### config.mk
export PLATFORM = sky130hd
export DESIGN_NAME = wb_stage
export DESIGN_NICKNAME = d
export VERILOG_FILES = /design/src/rtl/wb_stage.sv
export SDC_FILE = /design/constraint.sdc
export NUM_CORES = 1
export LEC_CHECK = 0
export ABC_AREA = 1
export CORE_MARGIN = 2
export CORE_UTILIZATION = 47
export CTS_CLUSTER_SIZE = 14
export DETAILED_ROUTE_END_ITERATION = 10
export PLACE_DENSITY_LB_ADDON = 0.1
export SYNTH_ARGS = -nofsm -noshare
export SYNTH_HDL_FRONTEND = slang
export SYNTH_SLANG_ARGS = --single-unit
### constraint.sdc
create_clock -name clk -period 2.05 [get_ports clk]
set_input_delay 0.3075 -clock clk [delete_from_list [all_inputs] [get_ports clk]]
set_output_delay 0.3075 -clock clk [all_outputs]
set_load 0.01 [all_outputs]
### src/rtl/wb_stage.sv
// Writeback stage: MEM/WB pipeline register, load alignment/extension, writeback select,
// load-wait back-pressure and retired-instruction counter. Optional bypass outputs under `WB_FWD_EN.
module wb_stage #(
    parameter int XLEN  = 32,
    parameter int CNT_W = 32
) (
    input  logic             clk,
    input  logic             reset,
    input  logic             valid_MEM,
    input  logic [4:0]       rd_MEM,
    input  logic             regwen_MEM,
    input  logic [1:0]       wbsel_MEM,
    input  logic [XLEN-1:0]  alu_MEM,
    input  logic [XLEN-1:0]  pc4_MEM,
    input  logic [2:0]       funct3_MEM,
    input  logic [1:0]       boff_MEM,
    input  logic [XLEN-1:0]  dmem_rdata,
    input  logic             dmem_rvalid,
    output logic [4:0]       WAddr_RF,
    output logic [XLEN-1:0]  WD_RF,
    output logic             WrEn_RF,
    output logic             stall_WB,
`ifdef WB_FWD_EN
    output logic             fwd_valid,
    output logic [4:0]       fwd_addr,
    output logic [XLEN-1:0]  fwd_data,
`endif
    output logic [CNT_W-1:0] retired_cnt
);

    typedef enum logic {
        S_EMPTY = 1'b0,
        S_FULL  = 1'b1
    } state_t;

    state_t            r_state;
    state_t            w_state_next;
    logic [4:0]        r_rd;
    logic              r_regwen;
    logic [1:0]        r_wbsel;
    logic [XLEN-1:0]   r_alu;
    logic [XLEN-1:0]   r_pc4;
    logic [2:0]        r_funct3;
    logic [1:0]        r_boff;
    logic [CNT_W-1:0]  r_cnt;

    logic              w_full;
    logic              w_stall;
    logic              w_complete;
    logic [7:0]        w_byte [4];
    logic [7:0]        w_sel_byte;
    logic [15:0]       w_sel_half;
    logic [XLEN-1:0]   w_load;
    logic [XLEN-1:0]   w_value;

    assign w_full     = (r_state == S_FULL);
    assign w_stall    = w_full && (r_wbsel == 2'd1) && !dmem_rvalid;
    assign w_complete = w_full && !w_stall;

    always_ff @(posedge clk) begin
        if (reset) begin
            r_state <= S_EMPTY;
        end else begin
            r_state <= w_state_next;
        end
    end

    // Stalled: hold state; otherwise the incoming valid decides occupancy.
    always_comb begin
        w_state_next = r_state;
        if (!w_stall) begin
            w_state_next = valid_MEM ? S_FULL : S_EMPTY;
        end
    end

    always_ff @(posedge clk) begin
        if (reset) begin
            r_rd     <= '0;
            r_regwen <= 1'b0;
            r_wbsel  <= '0;
            r_alu    <= '0;
            r_pc4    <= '0;
            r_funct3 <= '0;
            r_boff   <= '0;
            r_cnt    <= '0;
        end else begin
            if (!w_stall) begin
                r_rd     <= rd_MEM;
                r_regwen <= regwen_MEM;
                r_wbsel  <= wbsel_MEM;
                r_alu    <= alu_MEM;
                r_pc4    <= pc4_MEM;
                r_funct3 <= funct3_MEM;
                r_boff   <= boff_MEM;
            end
            if (w_complete) begin
                r_cnt <= r_cnt + 1'b1;
            end
        end
    end

    genvar gi;
    generate
        for (gi = 0; gi < 4; gi++) begin : g_lane
            assign w_byte[gi] = dmem_rdata[8*gi +: 8];
        end
    endgenerate

    assign w_sel_byte = w_byte[r_boff];
    assign w_sel_half = r_boff[1] ? dmem_rdata[31:16] : dmem_rdata[15:0];

    always_comb begin
        w_load = dmem_rdata;
        case (r_funct3)
            3'd0:    w_load = {{(XLEN-8){w_sel_byte[7]}}, w_sel_byte};
            3'd4:    w_load = {{(XLEN-8){1'b0}}, w_sel_byte};
            3'd1:    w_load = {{(XLEN-16){w_sel_half[15]}}, w_sel_half};
            3'd5:    w_load = {{(XLEN-16){1'b0}}, w_sel_half};
            default: w_load = dmem_rdata;
        endcase
    end

    // Reserved select 3 falls back to the ALU result.
    always_comb begin
        w_value = r_alu;
        case (r_wbsel)
            2'd1:    w_value = w_load;
            2'd2:    w_value = r_pc4;
            default: w_value = r_alu;
        endcase
    end

    assign WrEn_RF     = w_complete && r_regwen && (r_rd != 5'd0);
    assign WAddr_RF    = w_full ? r_rd : 5'd0;
    assign WD_RF       = w_full ? w_value : '0;
    assign stall_WB    = w_stall;
    assign retired_cnt = r_cnt;

`ifdef WB_FWD_EN
    assign fwd_valid = WrEn_RF;
    assign fwd_addr  = WAddr_RF;
    assign fwd_data  = WD_RF;
`endif

endmodule

==> reports/metrics.yaml, run 1 <==
post-place-cells: 1238
switching_power_uw: 1403
ant_nets: 0
fp.dieW_um: 113.9
yosysTopAreaCellShare_pct: 38.80
rows: 40
synth.cell_area_mm2: 0.005675
drive_gt1_share_pct: 18.18
start_util_pct: 47.65
antenna_found_initial: 0
fin_ws_ns: -0.1474
grt_overflow: 0
worstSetupStartpointType: "primary input"
setup_viol: 25
io_pins: 184
place_area_mm2: 0.008048
synth_largest_area_cell: "dfxtp_1"
maxCapViolCount: 0
cts_tree: "built"
rsz0062_at_grt: "true"
cts-root-buf: "clkbuf_16"
via_per_inst: 5.433
cts-buffers-inserted: 9
period_share_pct: 107.2
cts_buffer_depth: 2
clock_skew_ns: 0.004144
fin_cells: 1269
endpoint_kind: "output port"
dr.pass1.iters: 5
grt_max_degree: 47
ys_ff_latch: 110
synth.avg_cell_area_um2: 6.334
path_class: "in -> out"
hold_violations: 0
routed_wl_mm: 20.52
clk_pin_slew_worst_paths_ns: 0.07
cp_max_fo: 5
setup_tns_ns: -2.716
synth_cells: 896
track_usage_pct: 29.89
nFillCells: 1083
max_freq_mhz: 455.1
cts_hold_buf: 0
dp_hpwl_mm: 14.03
gp_congestion: 0.9497
die-area_mm2: 0.01297
violations: "setup timing"
required_ns: 1.74
maxSlewViolCount: 0
cellPowerDensity_mw_per_mm2: 598.2
ff_latch_area_mm2: 0.002211
p_clk_share_pct: 34.3
num-nets-final: 1234
dieHeight_um: 113.9
wl_per_cell_um: 16.17
fin_util_pct: 72.30
syn_to_final_growth_pct: 51.74
leakagePower_uw: 0.003789
drt_iter0_drc: 586
peakVddDrop_v: 0.0004623
ys_warn_count: 0
place_ws_ns: -0.5928
final_area_mm2: 0.008612
n_antenna_cell: 0
worst_pin_slew_ns: 0.3747
slew_headroom_pct: 74.83
multi_input_area_mm2: 0.003276
core_mm2: 0.01191
p_int_uw: 3748
fin_crit_ns: 2.197
grt_pass1_wl_mm: 30.77
p_sw_share_pct: 27.24
synth_nets: 1012
clkLatencyLatePin_ns: 0.35
status: "complete, but fails checks"
yosysSeqAreaShare_pct: 38.80
port_buffers: 183
power_frac_seq_pct: 44.4
htreeDepth: 3
vias: 6895
combPwrFrac_pct: 21.3
post-route-drc-count: 0
clock-sinks: 110
hold_path.class: "reg -> reg"
cp.arrival_ns: 1.89
ys_types: 31
grt_pass1_vias: 6146
synth.area.top_cells: "dfxtp_1, nor2_1, o21ai_0, a21oi_1, nand2_1"
## cells in the mapped netlist
cell,count
a21oi_4,1
o21ai_2,1
nand2_1,123
nand3_2,1
o21a_1,2
o21ai_0,145
nor2_2,1
buf_6,1
o22ai_1,7
nor3_2,1
buf_2,6
clkbuf_1,41
nor3_1,11
and3_1,1
buf_1,2
inv_2,4
nand4_1,12
nor2_4,1
nand3_1,17
o21ai_1,3
nand2_4,1
nand2_2,1
dfxtp_1,110
ha_1,3
a21oi_1,103
inv_1,61
nor2_1,229
xnor2_1,2
nor4_1,1
a31oi_1,2
buf_4,2
## layout by cell type (no fill, tap or decap), drive strengths merged, types with 2 or more instances in the layout
master,synthesis,final
clkbuf,41,13
nand2,125,126
a21oi,104,104
dfxtp,110,110
o21ai,149,149
o22ai,7,7
clkdlybuf4s50,0,147
xnor2,2,2
nor2,231,231
nand3,18,18
buf,11,112
a31oi,2,2
inv,65,66
ha,3,3
nand4,12,12
nor3,12,12
o21a,2,2
## path summary, 6_finish.rpt
| kind | start | end | slack [ns] | cells past startpoint |
|---|---|---|---|---|
| hold reg to reg | r_alu[27] | r_alu[27] | 0.48 | 2 |
| setup / recovery | dmem_rdata[31] | WD_RF[13] | -0.15 | 11 |
| setup reg to reg | r_wbsel[1] | retired_cnt[25] | 0.11 | 11 |
| hold / removal | r_alu[27] | r_alu[27] | 0.48 | 2 |
## routing by layer
layer	part of all wire (%)	vias up	global-route usage [%]
met3	7.6	43	5.101
met1	42	3171	38.38
li1	-	3380	-
met2	47	301	50.34
met5	0	-	0
met4	2.8	0	11.54
## through the flow
stage | total power, µW | hold WS, ns
floorplan | 2742 | 0.3799
global placement | 3292 | 0.4571
detailed placement | 3298 | 0.4667
CTS | 5073 | 0.4829
global route | 5361 | 0.5035
finish | 5151 | 0.4775
## critical path, cell delays in order
cell and delay [ns]:
clkdlybuf4s50_1 0.48, nand2_1 0.07, o21ai_2 0.08, inv_1 0.07, o21ai_2 0.19, nand2_4 0.16, buf_6 0.17, nand2_2 0.06
nand2_2 0.05, a21oi_2 0.11, buf_2 0.14
## flip-flops by register name, indices dropped and copies added, names as in the netlist
name and count:
r_wbsel 2, r_state 1, retired_cnt 32, r_funct3 3, r_regwen 1, r_rd 5, r_boff 2, r_pc4 32
r_alu 32
## kinds of logic (layout without fill, tap and decap cells)
family                     Yosys count  after routing  synth area share (%)
adders and majority gates            3              3                0.6614
AOI/OAI and AO/OA                  264            264                 23.83
xor gates and xnor gates             2              2                0.3087
buffers and inverters              117            342                 8.135
and+or+nand+nor                    400            401                 28.26
DFF                                110            110                 38.80
## final cells by class
type / instances / area share (%)
tap: 147 / 2.136
sequential: 110 / 25.67
inverter: 65 / 2.949
timing repair buffer: 262 / 27.84
multi-input combinational: 670 / 38.04
clock buffer: 12 / 2.862
clock inverter: 3 / 0.5085
## power groups by stage
stage,Sequential [µW],Clock (µW),Combinational (µW)
CTS,2290,1790,997
global route,2300,1890,1170
detailed placement,2330,0,966
global placement,2330,0,964
finish,2290,1760,1100
floorplan,2320,0,423
## what timing repair did
action                                  4_1_cts  5_1_grt
setup buffers                                 4       11
pin swaps                                    10       18
endpoints found under the setup margin      107      115
cloned                                        0        1
gates resized for setup                     182       69
hold endpoints to repair                      0        0
Note: power is estimated with default switching activity, not from simulation.
==> inputs of run 2 (changes only) <==
--- a/config.mk
+++ b/config.mk
@@ -14,3 +14,4 @@
 export SYNTH_ARGS = -nofsm -noshare
 export SYNTH_HDL_FRONTEND = slang
 export SYNTH_SLANG_ARGS = --single-unit
+export TNS_END_PERCENT = 100
==> results of run 2 <==
The final DEF is identical to that of run 1; final timing and power are the same.
